===== config.mk =====
export PLATFORM = sky130hd
export DESIGN_NAME = i2s_rx
export DESIGN_NICKNAME = d
export VERILOG_FILES = /design/src/rtl/i2s_rx.sv
export SDC_FILE = /design/constraint.sdc
export NUM_CORES = 1
export LEC_CHECK = 0
export CAP_MARGIN = 20
export CORE_MARGIN = 8
export CORE_UTILIZATION = 45
export DETAILED_ROUTE_END_ITERATION = 12
export PLACE_DENSITY = 0.65
export SLEW_MARGIN = 20
export SYNTH_ARGS = -nofsm -noshare
export SYNTH_HDL_FRONTEND = slang
export SYNTH_SLANG_ARGS = --single-unit

===== constraint.sdc =====
create_clock -name clk -period 4.4 [get_ports clk]
set_input_delay 0.66 -clock clk [delete_from_list [all_inputs] [get_ports clk]]
set_output_delay 0.66 -clock clk [all_outputs]
set_load 0.02 [all_outputs]

===== src/rtl/i2s_rx.sv =====
// I2S slave receiver: synchronizes SCLK/LRCLK/SDATA into clk and assembles
// left/right PCM words, publishing a pair with a one-cycle sample strobe.
module i2s_rx #(
    parameter int AUDIO_DW = 16,
    parameter int TIMEOUT  = 1024
) (
    input  logic                clk,
    input  logic                rst_n,
    input  logic                sclk,
    input  logic                lrclk,
    input  logic                sdata,
    output logic [AUDIO_DW-1:0] left_chan,
    output logic [AUDIO_DW-1:0] right_chan,
    output logic                sample,
    output logic                locked,
    output logic                short_word
);

    localparam int NW = $clog2(AUDIO_DW + 2);
    localparam int WW = $clog2(TIMEOUT + 1);
    localparam logic [NW-1:0] N_FULL  = NW'(AUDIO_DW);
    localparam logic [NW-1:0] N_SAT   = NW'(AUDIO_DW + 1);
    localparam logic [WW-1:0] WD_LOAD = WW'(TIMEOUT);
    localparam logic [WW-1:0] WD_LAST = WW'(1);

    // state | meaning
    // HUNT  | no framing; waiting for the first ws transition
    // SYNC  | assembling the first full slot, which is discarded
    // LOCK  | slots committed, pairs delivered
    typedef enum logic [1:0] {
        HUNT = 2'd0,
        SYNC = 2'd1,
        LOCK = 2'd2
    } state_t;

    logic                sclk_m_q, sclk_s_q, sclk_d_q;
    logic                ws_m_q, ws_s_q;
    logic                sd_m_q, sd_s_q;

    state_t              state_q, state_d;
    logic [NW-1:0]       n_q, n_d;
    logic [AUDIO_DW-1:0] shift_q, shift_d;
    logic                ws_prev_q, ws_prev_d;
    logic [AUDIO_DW-1:0] left_hold_q, left_hold_d;
    logic [AUDIO_DW-1:0] left_chan_q, left_chan_d;
    logic [AUDIO_DW-1:0] right_chan_q, right_chan_d;
    logic                pair_q, pair_d;
    logic                short_pend_q, short_pend_d;
    logic                sample_q, sample_d;
    logic                short_word_q, short_word_d;
    logic                locked_q, locked_d;
    logic [WW-1:0]       wd_q, wd_d;

    logic                rise;
    logic                expire;
    logic [NW-1:0]       n_inc;
    logic [AUDIO_DW-1:0] shift_ins;

    always_comb begin
        rise   = sclk_s_q & ~sclk_d_q;
        expire = ~rise & (wd_q == WD_LAST);
        n_inc  = (n_q == N_SAT) ? n_q : n_q + 1'b1;

        // Bit n of the slot lands at position AUDIO_DW-n; n past AUDIO_DW is dropped.
        shift_ins = shift_q;
        for (int i = 0; i < AUDIO_DW; i++) begin
            if (n_inc == NW'(AUDIO_DW - i)) begin
                shift_ins[i] = sd_s_q;
            end
        end

        state_d      = state_q;
        n_d          = n_q;
        shift_d      = shift_q;
        ws_prev_d    = ws_prev_q;
        left_hold_d  = left_hold_q;
        left_chan_d  = left_chan_q;
        right_chan_d = right_chan_q;
        locked_d     = locked_q;
        pair_d       = 1'b0;
        short_pend_d = 1'b0;
        wd_d         = wd_q;

        if (rise) begin
            wd_d = WD_LOAD;
        end else if (wd_q != '0) begin
            wd_d = wd_q - 1'b1;
        end

        if (rise) begin
            if (ws_s_q != ws_prev_q) begin
                n_d       = '0;
                shift_d   = '0;
                ws_prev_d = ws_s_q;
                case (state_q)
                    HUNT: state_d = SYNC;
                    SYNC: begin
                        state_d  = LOCK;
                        locked_d = 1'b1;
                    end
                    LOCK: begin
                        if (!ws_prev_q) begin
                            left_hold_d = shift_ins;
                        end else begin
                            left_chan_d  = left_hold_q;
                            right_chan_d = shift_ins;
                            pair_d       = 1'b1;
                        end
                        short_pend_d = (n_inc < N_FULL);
                    end
                    default: begin
                        state_d  = HUNT;
                        locked_d = 1'b0;
                    end
                endcase
            end else begin
                n_d     = n_inc;
                shift_d = shift_ins;
            end
        end else if (expire) begin
            state_d  = HUNT;
            locked_d = 1'b0;
            n_d      = '0;
            shift_d  = '0;
        end

        // Strobes trail the commit by one clk so they line up with the new words.
        sample_d     = pair_q & locked_q;
        short_word_d = short_pend_q & locked_q;
    end

    always_ff @(posedge clk or negedge rst_n) begin
        if (!rst_n) begin
            sclk_m_q     <= 1'b0;
            sclk_s_q     <= 1'b0;
            sclk_d_q     <= 1'b0;
            ws_m_q       <= 1'b0;
            ws_s_q       <= 1'b0;
            sd_m_q       <= 1'b0;
            sd_s_q       <= 1'b0;
            state_q      <= HUNT;
            n_q          <= '0;
            shift_q      <= '0;
            ws_prev_q    <= 1'b0;
            left_hold_q  <= '0;
            left_chan_q  <= '0;
            right_chan_q <= '0;
            pair_q       <= 1'b0;
            short_pend_q <= 1'b0;
            sample_q     <= 1'b0;
            short_word_q <= 1'b0;
            locked_q     <= 1'b0;
            wd_q         <= '0;
        end else begin
            sclk_m_q     <= sclk;
            sclk_s_q     <= sclk_m_q;
            sclk_d_q     <= sclk_s_q;
            ws_m_q       <= lrclk;
            ws_s_q       <= ws_m_q;
            sd_m_q       <= sdata;
            sd_s_q       <= sd_m_q;
            state_q      <= state_d;
            n_q          <= n_d;
            shift_q      <= shift_d;
            ws_prev_q    <= ws_prev_d;
            left_hold_q  <= left_hold_d;
            left_chan_q  <= left_chan_d;
            right_chan_q <= right_chan_d;
            pair_q       <= pair_d;
            short_pend_q <= short_pend_d;
            sample_q     <= sample_d;
            short_word_q <= short_word_d;
            locked_q     <= locked_d;
            wd_q         <= wd_d;
        end
    end

    assign left_chan  = left_chan_q;
    assign right_chan = right_chan_q;
    assign sample     = sample_q;
    assign locked     = locked_q;
    assign short_word = short_word_q;

endmodule

Word level (Yosys, flattened, before mapping)
Cells that the tools add are included.
{"block": "word_totals", "word_cells": 104, "output_inout_bits": 35, "register_bits": 95}
{"block": "classes", "n_reduce_logical": 10, "n_bitwise": 7, "n_lt_le_gt_ge": 1, "addsub": 2, "n_eq_ne": 24, "n_mux": 40}
{"cell": "2-to-1 mux 16 bit", "count": 3}
{"cell": "equality test 5 x 4 -> 1 bit (second input constant)", "count": 8}
{"cell": "2-to-1 mux 1 bit", "count": 26}
{"cell": "2-to-1 mux 11 bit", "count": 2}
{"cell": "equality test 5 x 3 -> 1 bit (second input constant)", "count": 4}
{"cell": "2-to-1 mux 5 bit", "count": 4}
{"cell": "equality test 11 x 1 -> 1 bit (second input constant)", "count": 1}
{"cell": "nonzero test 11 bit", "count": 1}
{"cell": "subtractor 11 x 1 -> 11 bit (second input constant)", "count": 1}
{"cell": "equality test 5 x 2 -> 1 bit (second input constant)", "count": 2}
{"cell": "equality test 5 bit (second input constant)", "count": 2}
{"cell": "AND reduction 4 bit", "count": 2}
{"cell": "2-to-1 mux 2 bit", "count": 3}
{"cell": "case mux 2 bit (3 select lines)", "count": 1}
{"cell": "AND reduction 3 bit", "count": 2}
{"cell": "adder 5 x 1 -> 5 bit (second input constant)", "count": 1}
{"cell": "equality test 5 x 1 -> 1 bit (second input constant)", "count": 1}
{"cell": "less-than comparator 5 bit (second input constant)", "count": 1}
{"cell": "AND 1 bit", "count": 4}
{"cell": "!= test 2 bit (second input constant)", "count": 2}
{"cell": "nonzero test 2 bit", "count": 2}
{"cell": "NOT 1 bit", "count": 3}
{"cell": "equality test 2 x 1 -> 1 bit (second input constant)", "count": 1}
{"cell": "equality test 2 bit (second input constant)", "count": 1}
{"cell": "6 further kinds", "count": 6}

Depth between registers and ports, before layout
{"block": "logic_depth", "ltp_word": 6, "depth_mapped": 7, "ltp_nobuf": 7}

Worst setup path after synthesis
OpenSTA, ideal clock, no wires.
{"block": "synth_path", "path_type": "reg-to-reg", "from": "reg n_q[1]", "to": "reg left_hold_q[11]", "n_path_buf": 0, "stages_incl_launch_ff": 8, "path_slack_ns": 2.426, "required_ns": 4.270, "arrival_ns": 1.844, "path_cell_list": "dfrtp_1 -> inv_1 -> ha_1 -> and3b_1 -> o21a_1 -> nor4_2 -> mux2i_1 -> o21ai_0"}
{"block": "synth_between", "elab_chain_len": 4}
{"element": "start: declaration", "line": "41", "source": "logic [NW-1:0] n_q, n_d;"}
{"element": "start signal: assignment", "line": "163", "source": "n_q <= n_d;"}
{"element": "adder 5 x 1 -> 5 bit / equality test 5 bit (equally long branches)", "line": "62", "source": "n_inc = (n_q == N_SAT) ? n_q : n_q + 1'b1;"}
{"element": "2-to-1 mux 5 bit (*)", "line": "62"}
{"element": "equality test 5 x 3 -> 1 bit (*)", "line": "67", "source": "if (n_inc == NW'(AUDIO_DW - i)) begin"}
{"element": "2-to-1 mux 1 bit (*)", "line": "67"}
{"element": "end signal: assignment", "line": "166", "source": "left_hold_q <= left_hold_d;"}
{"element": "end: declaration", "line": "44", "source": "logic [AUDIO_DW-1:0] left_hold_q, left_hold_d;"}
Mark *: on every way between the ends. The rest lies on a longest branch, timed or not.
A chain may end at the register's enable or synchronous reset.

Worst setup path in the final report
{"block": "layout_path", "from": "reg n_q[1]", "to": "reg right_chan_q[2], in the netlist right_chan[2]"}
{"block": "layout_between", "elab_chain_len": 4}
{"element": "adder 5 x 1 -> 5 bit / equality test 5 bit (equally long branches)", "line": "62"}
{"element": "2-to-1 mux 5 bit (*)", "line": "62"}
{"element": "equality test 5 x 4 -> 1 bit (*)", "line": "67"}
{"element": "2-to-1 mux 1 bit (*)", "line": "67"}
{"element": "end signal: assignment", "line": "168", "source": "right_chan_q <= right_chan_d;"}
{"element": "end: declaration", "line": "46", "source": "logic [AUDIO_DW-1:0] right_chan_q, right_chan_d;"}
Marks and branches as above.

==> flow_metrics.tcl <==
set metrics [dict create \
    status "finished, final reports clean" \
    synth.distinct_cells 48 \
    yosysWarnings 0 \
    max_stage_delay_ns 0.54 \
    cts_root_buf "clkbuf_8" \
    drv_slew 0 \
    pre_cts_ws_ns 2.047 \
    hold_viol 0 \
    layout.nets 433 \
    area_growth_syn_to_layout_pct 15.69 \
    crit_type "register to register" \
    critPathCaptureType "register" \
    die_y_um 112.9 \
    reg2reg_slack_ns 1.98 \
    ir_drop_mv 0.1898 \
    clkTransAtPathRegs_ns 0.10 \
    power_mw 2.076 \
    worst_clock_skew_ns 0.01970 \
    cts_tree "yes" \
    path_buf_inv 1 \
    hold_buffers 0 \
    final_area_um2 4890 \
    rr_worst_depth 7 \
    slew_headroom_pct 46.36 \
    vias 2944 \
    ys_ff_latch 95 \
    clock_latency_ns 0.37 \
    swShare_pct 33.63 \
    rsz0062_at_grt "false" \
    timing.fmax_mhz 413.3 \
    final.setup.tns_ns 0 \
    start_kind "register" \
    clkPwrFrac_pct 26.5 \
    cts_max_path_buffers 2 \
    layout_min_cycle_time_ns 2.419 \
    rr_endpoint "right_chan[2]$_DFFE_PN0P_" \
    worstReg2RegStart "n_q[1]$_DFFE_PN0P_" \
    post_drt_wl_per_cell_um 16.60 \
    drtPass1Iterations 4 \
    cap_violations 0 \
    gr-total-overflow 0 \
    grt_pass1_vias 3034 \
    crit_cells 7 \
    die_w_um 112.9 \
    initial_core_util_pct 45.96 \
    via_per_inst 5.472 \
    cts_repair_resize_count 0 \
    ios 40 \
    holdCritPathClass "input pin to async pin" \
    fillerInstances 823 \
    gp_congestion 0.8234 \
    die_area_um2 12750 \
    layout_setup_ws_ns 1.981 \
    wirelength_mm 8.931 \
    cts.sinks 95 \
    antenna_found_initial 0 \
    tightestPinTransition_ns 0.8046 \
    diodes 0 \
    cpLargestDelayFamily "multiplexers" \
    cp_max_fo 8 \
    drc 0 \
    rows 35 \
    ys_seq_area_share_pct 56.25 \
    seqPwrFrac_pct 51.1 \
    final_common_cell "dfrtp_1" \
    drive_gt1_share_pct 11.48 \
    required_ns 4.63 \
    placed_cells 522 \
    grt_pass1_wl_mm 15.28 \
    dp_hpwl_mm 5.996 \
    cp_slowest_cell "mux2i_2" \
    syn_avg_cell_area_um2 10.89 \
    syn_inst 388 \
    power.leakage_nw 2.168 \
    switchingPower_uw 698.1 \
    track_usage_pct 14.84 \
    critPathCapture "right_chan[2]$_DFFE_PN0P_" \
    power_density_nw_per_um2 424.5 \
    syn_area_um2 4227 \
    cts_buffers 9 \
    port_buffers 39 \
    grt_max_degree 60 \
    fin_hold_ws_ns 0.3427 \
    final_cells 538 \
    setup_viol 0 \
    internal_power_mw 1.378 \
    fin_crit_sh_pct 54.99 \
    ant_nets 0 \
    postCtsSetupRepairBufs 0 \
    dpl-instance-area_um2 4696 \
    cts.htree.levels 3 \
    ys.flop_type "dfrtp_1" \
    synthArstFlopShare_pct 100.0 \
    worstPathCellList "inv_1 -> ha_1 -> nand4bb_2 -> mux2i_2 -> nand4_1 -> mux2i_1 -> o21ai_0" \
    crit_start "n_q[1]$_DFFE_PN0P_" \
    synth_nets 399 \
    core_um2 9196 \
    first_iter_violations 228 \
    synth_edf_count 0 \
    final_cell_mix "dfrtp_1 (95), nand2_1 (52), o21ai_0 (47), clkdlybuf4s50_1 (38)" \
    critPathArrivalTime_ns 2.65 \
    combPwrFrac_pct 22.5 \
    fin_util_pct 53.17 \
]
Yosys cell counts, types with 6 or more instances:
cell	count	share of area, %
dfrtp_1	95	56
nand2_1	52	4.6
o21ai_0	47	5.6
mux2i_1	22	5.2
nor2_1	22	2.0
mux2_2	17	4.5
inv_1	16	1.4
a21oi_1	12	1.4
clkbuf_1	12	1.1
o22ai_1	9	1.3
nand4_1	7	1.0
ha_1	6	1.8
worst register-to-register path: stages, from the launching register on:
cell       delay, ns
dfrtp_1         0.48
inv_1           0.15
ha_1            0.20
nand4bb_2       0.20
mux2i_2         0.54
nand4_1         0.30
mux2i_1         0.31
o21ai_0         0.12
worst min path at each step:
stage / startpoint / end / slack (ns) / cells past startpoint
final: rst_n / wd_q[9]$_DFFE_PN0P_ / 0.34 / 1
after CTS: sclk_m_q$_DFF_PN0_ / sclk_s_q$_DFF_PN0_ / 0.36 / 0
after global routing: ws_m_q$_DFF_PN0_ / ws_s_q$_DFF_PN0_ / 0.37 / 0
after floorplan: sclk_m_q$_DFF_PN0_ / sclk_s_q$_DFF_PN0_ / 0.33 / 0
after detailed placement: sclk_m_q$_DFF_PN0_ / sclk_s_q$_DFF_PN0_ / 0.34 / 0
after global placement: sclk_m_q$_DFF_PN0_ / sclk_s_q$_DFF_PN0_ / 0.34 / 0
area by class of cell:
type	instances	area (um2)	area share, %
sequential	95	2377	48.62
multi-input combinational	257	1709	34.95
timing repair buffer	43	417.9	8.547
tap	111	138.9	2.840
clock buffer	9	123.9	2.533
clock inverter	7	62.56	1.279
inverter	16	60.06	1.228
power groups by stage:
stage	combinational [mW]	sequential [mW]	clock [mW]
after floorplan	0.324	1.07	0
after global placement	0.447	1.07	0
after detailed placement	0.461	1.08	0
after CTS	0.464	1.06	0.573
after global routing	0.517	1.08	0.607
final	0.466	1.06	0.549
state kept, by name (all words and copies together) (netlist names):
name          flops
sd_s_q            1
left_chan        16
ws_s_q            1
pair_q            1
left_hold_q      16
ws_m_q            1
right_chan       16
wd_q             11
sclk_s_q          1
sclk_m_q          1
sample            1
sclk_d_q          1
state_q           2
short_pend_q      1
shift_q          16
locked            1
n_q               5
sd_m_q            1
ws_prev_q         1
short_word        1
cell families (layout without fill, tap and decap cells):
family,Yosys count,after routing,share of synthesized area (%)
AND/OR/NAND/NOR,111,111,13.29
flip-flops,95,95,56.25
AO/OA/AOI/OAI,90,90,12.88
multiplexers,40,40,10.06
buffers and inverters,36,75,3.493
XOR/XNOR,10,10,2.250
adder cells (fa/ha/maj),6,6,1.776
layer usage:
metal  track usage [%]  up-vias  wire length [um]
met5                 0        -                 0
met4             5.506        0               111
met3             3.568        8               350
met2             24.38       48              4300
met1             18.61     1462              4167
li1                  -     1426                 -
Note: power is estimated with default switching activity, not from simulation.
